<file path="src/rtl/par_mult_pkg.sv">
// Shared types for the fifomult receiver.
// DATA_W/RES_W: operand and product widths; in_state_t: operand-pairing FSM states;
// result_t: one queued FIFO entry (product plus bad-parity flag); parity16: XOR reduce.
package par_mult_pkg;

  localparam int unsigned DATA_W = 16;
  localparam int unsigned RES_W  = 32;

  typedef enum logic {WAIT_A, WAIT_B} in_state_t;

  typedef struct packed {
    logic [RES_W-1:0] product;
    logic             err;
  } result_t;

  function automatic logic parity16(input logic [DATA_W-1:0] w);
    return ^w;
  endfunction

endpackage

</file>
<file path="src/rtl/par_mult_fifo.sv">
// Synchronous result FIFO.
// Ports: clk/rst (sync active-high), push_i/wdata_i write side, pop_i/rdata_o read side
// (rdata_o shows the head entry combinationally), count_o occupancy, count_next_o occupancy
// after this edge, empty_o/full_o status.
module par_mult_fifo
  import par_mult_pkg::*;
#(
  parameter int unsigned FIFO_DEPTH = 8,
  localparam int unsigned AddrW     = $clog2(FIFO_DEPTH),
  localparam int unsigned CntW      = AddrW + 1
) (
  input  logic            clk,
  input  logic            rst,
  input  logic            push_i,
  input  result_t         wdata_i,
  input  logic            pop_i,
  output result_t         rdata_o,
  output logic [CntW-1:0] count_o,
  output logic [CntW-1:0] count_next_o,
  output logic            empty_o,
  output logic            full_o
);

  result_t          mem_q [FIFO_DEPTH];
  logic [AddrW-1:0] wptr_q, rptr_q;
  logic [CntW-1:0]  count_q;

  always_comb begin
    count_next_o = count_q + CntW'(push_i) - CntW'(pop_i);
    count_o      = count_q;
    empty_o      = (count_q == '0);
    full_o       = (count_q == CntW'(FIFO_DEPTH));
    rdata_o      = mem_q[rptr_q];
  end

  // Pointers wrap naturally because the depth is a power of two.
  always_ff @(posedge clk) begin
    if (rst) begin
      wptr_q  <= '0;
      rptr_q  <= '0;
      count_q <= '0;
    end else begin
      if (push_i) wptr_q <= wptr_q + 1'b1;
      if (pop_i)  rptr_q <= rptr_q + 1'b1;
      count_q <= count_next_o;
    end
  end

  // Storage needs no reset: the count alone says which entries are live.
  always_ff @(posedge clk) begin
    if (push_i) mem_q[wptr_q] <= wdata_i;
  end

  underflow_a: assert property (@(posedge clk) disable iff (rst) !(pop_i && empty_o));

endmodule

</file>
<file path="src/rtl/par_mult_core.sv">
// Receiver end of the fifomult word protocol: pairs parity-protected signed operands A then B,
// multiplies them, queues results and drains them no faster than one per OUT_INTERVAL cycles.
// Ports: clk, rst (sync active-high); data_in/data_in_parity/data_in_valid operand stream;
// busy_out back-pressure; data_out/data_out_parity/data_out_valid paced result strobe;
// data_in_parity_error marks a strobed result that came from a bad-parity pair.
module par_mult_core
  import par_mult_pkg::*;
#(
  parameter int unsigned FIFO_DEPTH   = 8,
  parameter int unsigned OUT_INTERVAL = 4
) (
  input  logic              clk,
  input  logic              rst,
  input  logic [DATA_W-1:0] data_in,
  input  logic              data_in_parity,
  input  logic              data_in_valid,
  output logic              busy_out,
  output logic [RES_W-1:0]  data_out,
  output logic              data_out_parity,
  output logic              data_out_valid,
  output logic              data_in_parity_error
);

  localparam int unsigned     CntW      = $clog2(FIFO_DEPTH) + 1;
  localparam int unsigned     GapW      = (OUT_INTERVAL > 1) ? $clog2(OUT_INTERVAL) : 1;
  localparam logic [GapW-1:0] GapReload = GapW'(OUT_INTERVAL - 1);
  localparam logic [CntW-1:0] BusyLevel = CntW'(FIFO_DEPTH - 1);

  in_state_t         state_q;
  logic [DATA_W-1:0] a_q;
  logic              err_a_q;
  logic              push_q;
  result_t           push_data_q;
  logic [GapW-1:0]   gap_q;
  logic              busy_q;
  logic [RES_W-1:0]  data_out_q;
  logic              parity_q, valid_q, err_q;

  logic                    accept, err_in, pop, pair_err;
  logic signed [RES_W-1:0] a_ext, b_ext, product;
  result_t                 fifo_rdata;
  logic [CntW-1:0]         fifo_count, fifo_count_next;
  logic                    fifo_empty, fifo_full;

  always_comb begin
    accept   = data_in_valid & ~busy_q;
    err_in   = (data_in_parity != parity16(data_in));
    pair_err = err_a_q | err_in;
    pop      = (gap_q == '0) & ~fifo_empty;
    a_ext    = $signed({{(RES_W-DATA_W){a_q[DATA_W-1]}}, a_q});
    b_ext    = $signed({{(RES_W-DATA_W){data_in[DATA_W-1]}}, data_in});
    product  = a_ext * b_ext;
  end

  always_ff @(posedge clk) begin
    if (rst) begin
      state_q     <= WAIT_A;
      a_q         <= '0;
      err_a_q     <= 1'b0;
      push_q      <= 1'b0;
      push_data_q <= '0;
      gap_q       <= '0;
      busy_q      <= 1'b0;
      data_out_q  <= '0;
      parity_q    <= 1'b0;
      valid_q     <= 1'b0;
      err_q       <= 1'b0;
    end else begin
      push_q <= 1'b0;
      // Threshold one below full leaves room for the push already in flight.
      busy_q <= (fifo_count_next >= BusyLevel);

      if (accept) begin
        case (state_q)
          WAIT_A: begin
            a_q     <= data_in;
            err_a_q <= err_in;
            state_q <= WAIT_B;
          end
          WAIT_B: begin
            push_q              <= 1'b1;
            push_data_q.err     <= pair_err;
            push_data_q.product <= pair_err ? '0 : product;
            state_q             <= WAIT_A;
          end
          default: state_q <= WAIT_A;
        endcase
      end

      if (pop) begin
        gap_q      <= GapReload;
        valid_q    <= 1'b1;
        data_out_q <= fifo_rdata.product;
        parity_q   <= ^fifo_rdata.product;
        err_q      <= fifo_rdata.err;
      end else begin
        valid_q <= 1'b0;
        err_q   <= 1'b0;
        if (gap_q != '0) gap_q <= gap_q - 1'b1;
      end
    end
  end

  par_mult_fifo #(
    .FIFO_DEPTH(FIFO_DEPTH)
  ) u_fifo (
    .clk         (clk),
    .rst         (rst),
    .push_i      (push_q),
    .wdata_i     (push_data_q),
    .pop_i       (pop),
    .rdata_o     (fifo_rdata),
    .count_o     (fifo_count),
    .count_next_o(fifo_count_next),
    .empty_o     (fifo_empty),
    .full_o      (fifo_full)
  );

  overflow_a: assert property (@(posedge clk) disable iff (rst) !(push_q && fifo_full && !pop));

  assign busy_out             = busy_q;
  assign data_out             = data_out_q;
  assign data_out_parity      = parity_q;
  assign data_out_valid       = valid_q;
  assign data_in_parity_error = err_q;

endmodule

</file>
<file path="config.mk">
export PLATFORM = sky130hd
export DESIGN_NAME = par_mult_core
export DESIGN_NICKNAME = d
export VERILOG_FILES = /design/src/rtl/par_mult_pkg.sv /design/src/rtl/par_mult_fifo.sv /design/src/rtl/par_mult_core.sv
export SDC_FILE = /design/constraint.sdc
export NUM_CORES = 1
export LEC_CHECK = 0
export CORE_ASPECT_RATIO = 1.75
export CORE_MARGIN = 3
export CORE_UTILIZATION = 59
export CTS_BUF_LIST = sky130_fd_sc_hd__clkbuf_8
export DETAILED_ROUTE_END_ITERATION = 7
export PLACE_DENSITY = 0.88
export SLEW_MARGIN = 10
export SYNTH_ARGS = -nofsm -noshare
export SYNTH_HDL_FRONTEND = slang
export SYNTH_SLANG_ARGS = --single-unit
</file>
<file path="constraint.sdc">
create_clock -name clk -period 7.6 [get_ports clk]
set_input_delay 1.9 -clock clk [delete_from_list [all_inputs] [get_ports clk]]
set_output_delay 1.9 -clock clk [all_outputs]
set_load 0.01 [all_outputs]
</file>
### Word-level counts from Yosys, hierarchy flattened

Memory sizes are Yosys's and may differ from the RTL's. A register that Yosys moved wholly into a read port is not among the register bits.
Cells that the tools add are included.

| word-level totals | value |
|---|---|
| bits in registers | 100 |
| bits in writable memories | 264 |
| logic and storage cells | 52 |
| memories kept | 1 |
| input bits | 20 |
| output and inout bits | 36 |

Memory list:

| name | words | width | rd ports | clocked after Yosys merged registers in | wr ports | line | source |
|---|---|---|---|---|---|---|---|
| u_fifo.mem_q | 8 | 33 | 1 | 1 | 1 | par_mult_fifo.sv:24 | `result_t mem_q [FIFO_DEPTH];` |

| cells by class | value |
|---|---|
| $add $sub $neg | 5 |
| equal/unequal tests | 1 |
| bitwise logic cells | 8 |
| multiply operators | 1 |
| $lt $le $gt $ge | 1 |
| reductions and logical operators | 10 |
| muxes and demuxes | 10 |

Operators by type and width:

| kind | count |
|---|---|
| $mul A16 B16 Y32 | 1 |
| $mux W32 | 1 |
| $reduce_xor A32 Y1 | 1 |
| $reduce_xor A16 Y1 | 1 |
| $add A3 B1 Y3 const B | 2 |
| $mux W3 | 2 |
| $not A1 Y1 | 5 |
| $add A4 B1 Y4 | 1 |
| $ge A4 B3 Y1 const B | 1 |
| $logic_not A4 Y1 | 1 |
| $mux W1 | 4 |
| $mux W2 | 2 |
| $reduce_and A2 Y1 | 2 |
| $reduce_bool A2 Y1 | 2 |
| $reduce_or A2 Y1 | 2 |
| $sub A4 B1 Y4 | 1 |
| $and A1 B1 Y1 | 2 |
| $logic_not A2 Y1 | 1 |
| $pmux W1 S2 | 1 |
| $sub A2 B1 Y2 const B | 1 |
| $ne A1 B1 Y1 | 1 |
| $or A1 B1 Y1 | 1 |

### Longest topological paths before layout

| depth | value |
|---|---|
| depth after elaboration | 5 |
| gate-level depth with buffers | 25 |
| depth with buffers taken out | 23 |

### Hierarchy

Synthesis repeated with hierarchy kept, for this count alone.

| second synthesis, totals | value |
|---|---|
| cells, all modules | 1929 |
| area, all modules | 23906.7 um^2 |

By module, submodules not included:

| module | cells each | seq. area each (um^2) | area an instance (um^2) | instances |
|---|---|---|---|---|
| par_mult_core | 1477 | 1801.7 | 13319.0 | 1 |
| par_mult_fifo | 452 | 8187.9 | 10587.7 | 1 |

### Least setup slack after synthesis

OpenSTA, ideal clock, no wires.

| timing | value |
|---|---|
| path type | in2reg |
| start | input port data_in[1] |
| end | register push_data_q[32] (netlist name) |
| data required time | 7.483 ns |
| setup slack | -0.405 ns |
| library setup time | 0.117 ns |
| buffers on the path | 2 |
| cell stages on the path | 25 |
| arrival time | 7.888 ns |
| path through | clkbuf_1 -> clkbuf_1 -> nand2_1 -> inv_1 -> fa_1 -> inv_1 -> fa_1 -> fa_1 -> inv_1 -> fa_1 -> fa_1 -> inv_1 -> fa_1 -> inv_1 -> ha_1 -> a21o_1 -> a21o_1 -> a2111oi_2 -> nor3_1 -> a2111oi_2 -> a21boi_1 -> o32ai_1 -> a31oi_1 -> xnor2_1 -> a22o_1 |

| on the way | value |
|---|---|
| word-level cells in the longest chain between the ends | 4 |
| elaborated cells between the ends (all ways) | 5 |
| classes of those cells | mul: 1; eq/ne: 1; mux: 1; bitwise: 1; reduce/logical: 1 |

RTL lines:

| what | line | source |
|---|---|---|
| start, declared | par_mult_core.sv:14 | `input logic [DATA_W-1:0] data_in,` |
| parallel branches: the longest is 3 deep, another holds $mul A16 B16 Y32 | -- |  |
| $mux W32 (*) | par_mult_core.sv:83 | `push_data_q.product <= pair_err ? '0 : product;` |
| end, declared | par_mult_core.sv:33 | `result_t push_data_q;` |

Every way passes the cells marked *.
A chain may end at the register's enable or synchronous reset.

### Worst setup path in the final report

| timing | value |
|---|---|
| start | input port data_in[1] |
| end | register push_data_q[25] (netlist name) |

Same word-level chain as after synthesis.

==> impl_metrics.yaml <==
cells_and_area:
  layout.nets: 2461
  multi_input_area_mm2: 0.0122
  area_delta_synth_final_pct: 12.7
  regArea_mm2: 0.00999
  finalInstanceArea_mm2: 0.0265
  drive_above_1_share_pct: 13.5
  n_fill_cell: 2568
setup_path:
  cp-startpoint: "data_in[1]"
  cp-end-kind: "flip-flop"
  critPathTopFamily: "adder cells"
  arrival_ps: 7850
  critPathMaxFanout: 7
  cp_num_buf_inv: 9
  slowest_stage: "fa_1"
  critical_path_required_ps: 8050
  path_class: "in2reg"
  reg2reg_depth: 21
  r2r_setup_slack_ps: 1010
  r2r-start: "a_q[9]$_SDFFE_PP0P_"
  critPathCapture: "push_data_q[25]$_SDFFE_PP0P_"
  critPathMostFrequentCell: "fa_1"
  slowest_delay_ps: 550
  path_depth: 26
  worstReg2RegEnd: "push_data_q[32]$_SDFFE_PP0P_"
  worstSetupStartpointType: "input pin"
synthesis:
  ys_types: 47
  async_flop_share_pct: 0
  yosysWarnings: 0
  synth_area_leaders: "edfxtp_1 (34%), fa_1 (22%), dfxtp_1 (8.8%)"
  synth_top_area_share_pct: 33.7
  synth_top_cell_by_area: "edfxtp_1"
  syn_avg_cell_area_um2: 12.2
  syn-cell-area_mm2: 0.0236
  synth_seq_area_share_pct: 42.4
  synth-seq-cells: 367
  synth_ff_type: "edfxtp_1"
  synth_edf_count: 264
  synth_nets: 2306
  netlist_instances: 1933
detailed_routing:
  drc: 0
  routed_wl_um: 54100
  drt-initial-drc-count: 1054
  ant_nets: 0
  wire_per_inst_um: 20.7
  via_per_inst: 5.81
  num_vias: 15226
  first_pass_iters: 7
power_and_ir_drop:
  vdd_ir_drop_max_mv: 0.371
  powerDensity_mw_per_mm2: 390
  p_leak_nw: 11.4
die:
  die_y_um: 270
  std_cell_rows: 96
  die_w_um: 157
  design.core.area_mm2: 0.0393
  ioPinCount: 56
  start_util_pct: 60.0
  fp.dieArea_mm2: 0.0424
place:
  pre_cts_ws_ps: -720
  port_buffers: 55
  gp_congestion: 0.997
  place_area_mm2: 0.0254
  dp_hpwl_um: 38600
timing:
  setup_viol: 0
  fin_ws_ps: 201
  post-route-min-period_ps: 7400
  slew-limit-headroom_pct: 43.4
  finalClockSkew_ps: 89.2
  max_freq_mhz: 135
  finalMaxSlewViolations: 0
  worstMarginPinSlew_ps: 847
  finalHoldViolCount: 0
  finalCritPeriodShare_pct: 97.4
  grt_setup_unrepaired: "false"
run:
  drv_cap: 0
clock_network:
  ctsLongestPathBuffers: 3
  clock_latency_ps: 650
  cts_tree: "yes"
  cts_sinks: 367
  clockRootBuffer: "clkbuf_8"
  path_clk_slew_ps: 70
  cts_htree_levels: 2
  tritoncts.num_buffers: 48
global_route:
  gr-total-overflow: 0
  antenna_found_initial: 1
  grt_max_degree: 74
  grt_pass1_vias: 16907
  grt_pass1_wl_um: 86500
  grt_usage_pct: 26.1
worst_hold_path:
  hold_path.class: "reg2reg"
outcome:
  status: "complete, no violations"
==> metrics by stage <==
step	power [mW]	util [%]	TNS, ps	hold slack [ps]	instances
after global routing	11.2	67.6	0	481	2619
after global placement	8.46	64.7	-6400	439	2520
after detailed placement	8.73	64.7	-8450	454	2520
final	10.3	67.6	0	464	2619
after floorplan	6.57	-	0	432	1933
after CTS	10.3	67.5	0	463	2618
==> flip-flops by register name, summed over array words and instances (netlist names), named ones only <==
register,count
push_data_q,33
u_fifo.rptr_q,3
a_q,16
busy_out,1
u_fifo.mem_q,264
u_fifo.wptr_q,3
u_fifo.count_o,4
err_a_q,1
state_q,1
gap_q,2
push_q,1
data_in_parity_error,1
data_out_parity,1
data_out_valid,1
data_out,32
==> synth_stat cells (15+ instances only) <==
library cell	number
a21o_1	21
edfxtp_1	264
mux4_2	34
o22ai_1	33
fa_1	263
ha_1	90
xnor2_1	72
nor2_1	75
clkbuf_1	76
nand2b_1	15
mux2i_1	66
xor2_1	17
dfxtp_1	103
inv_1	298
and2_1	124
nand2_1	168
a21oi_1	72
a211oi_1	38
a22o_1	28
==> power by group <==
group          leakage [nW]  switching [mW]  total (mW)  internal, mW
Combinational          7.41            3.21        6.26          3.05
Clock                 0.550           0.745        1.51         0.764
Sequential             3.43           0.219        2.57          2.35
Total                  11.4            4.18        10.3          6.16
==> worst register-to-register path: cells and delay by family, from the launching register on <==
family                     cells  cell delay (ps)
DFF                            1              820
adders and majority gates      7             3320
AOI/OAI and AO/OA              8             1710
and+or+nand+nor                2              300
xor gates and xnor gates       1               80
buffers and inverters          3              160
==> how the worst min path moves through the flow <==
| stage | from | end | slack [ps] | cells past startpoint |
|---|---|---|---|---|
| 2_1_floorplan | err_a_q$_SDFFE_PP0P_ | err_a_q$_SDFFE_PP0P_ | 430 | 2 |
| 6_report | err_a_q$_SDFFE_PP0P_ | err_a_q$_SDFFE_PP0P_ | 460 | 2 |
| 3_3_place_gp | err_a_q$_SDFFE_PP0P_ | err_a_q$_SDFFE_PP0P_ | 440 | 2 |
| 5_1_grt | err_a_q$_SDFFE_PP0P_ | err_a_q$_SDFFE_PP0P_ | 480 | 2 |
| 4_1_cts | err_a_q$_SDFFE_PP0P_ | err_a_q$_SDFFE_PP0P_ | 460 | 2 |
| 3_5_place_dp | err_a_q$_SDFFE_PP0P_ | err_a_q$_SDFFE_PP0P_ | 450 | 2 |
==> cell usage in the layout, fill, tap and decap left out, types with 63 or more instances in the layout <==
master	n
fa_1	263
buf_4	138
a21oi_1	72
xnor2_1	72
dfxtp_1	102
mux2i_1	66
ha_1	89
edfxtp_1	264
and2_1	122
nand2_1	166
inv_1	307
nor2_1	63
==> what timing repair did <==
action	4_1_cts	5_1_grt
resized for setup	31	13
hold buffers	0	0
gates cloned	0	0
hold endpoints to repair	0	0
pin swaps	17	6
setup endpoints to repair	5	7
buffers inserted	8	0
==> metal layers <==
| metal | global-route usage (%) | part of all wire [%] |
|---|---|---|
| met5 | 0 | 0 |
| met4 | 14.6 | 5.8 |
| met3 | 3.33 | 5.8 |
| met2 | 47.6 | 55 |
| met1 | 28.7 | 33 |
==> cells by family after synthesis <==
logic type      count (synthesis)  share of synthesized area (%)
simple gates                  407                           8.17
buf+inv                       393                           6.50
flops                         367                           42.4
fa+ha+maj                     353                           27.1
compound gates                224                           6.40
mux                           100                           6.06
xor+xnor                       89                           3.31
==> area by class of cell <==
cell class	instances	share of cell area, %
antenna	1	0.00943
clock buffer	54	2.80
clock inverter	36	0.938
inverter	299	4.23
multi-input combinational	1173	45.9
sequential	367	37.7
tap	490	2.31
timing repair buffer	199	6.13
(Power assumes the default switching activity.)
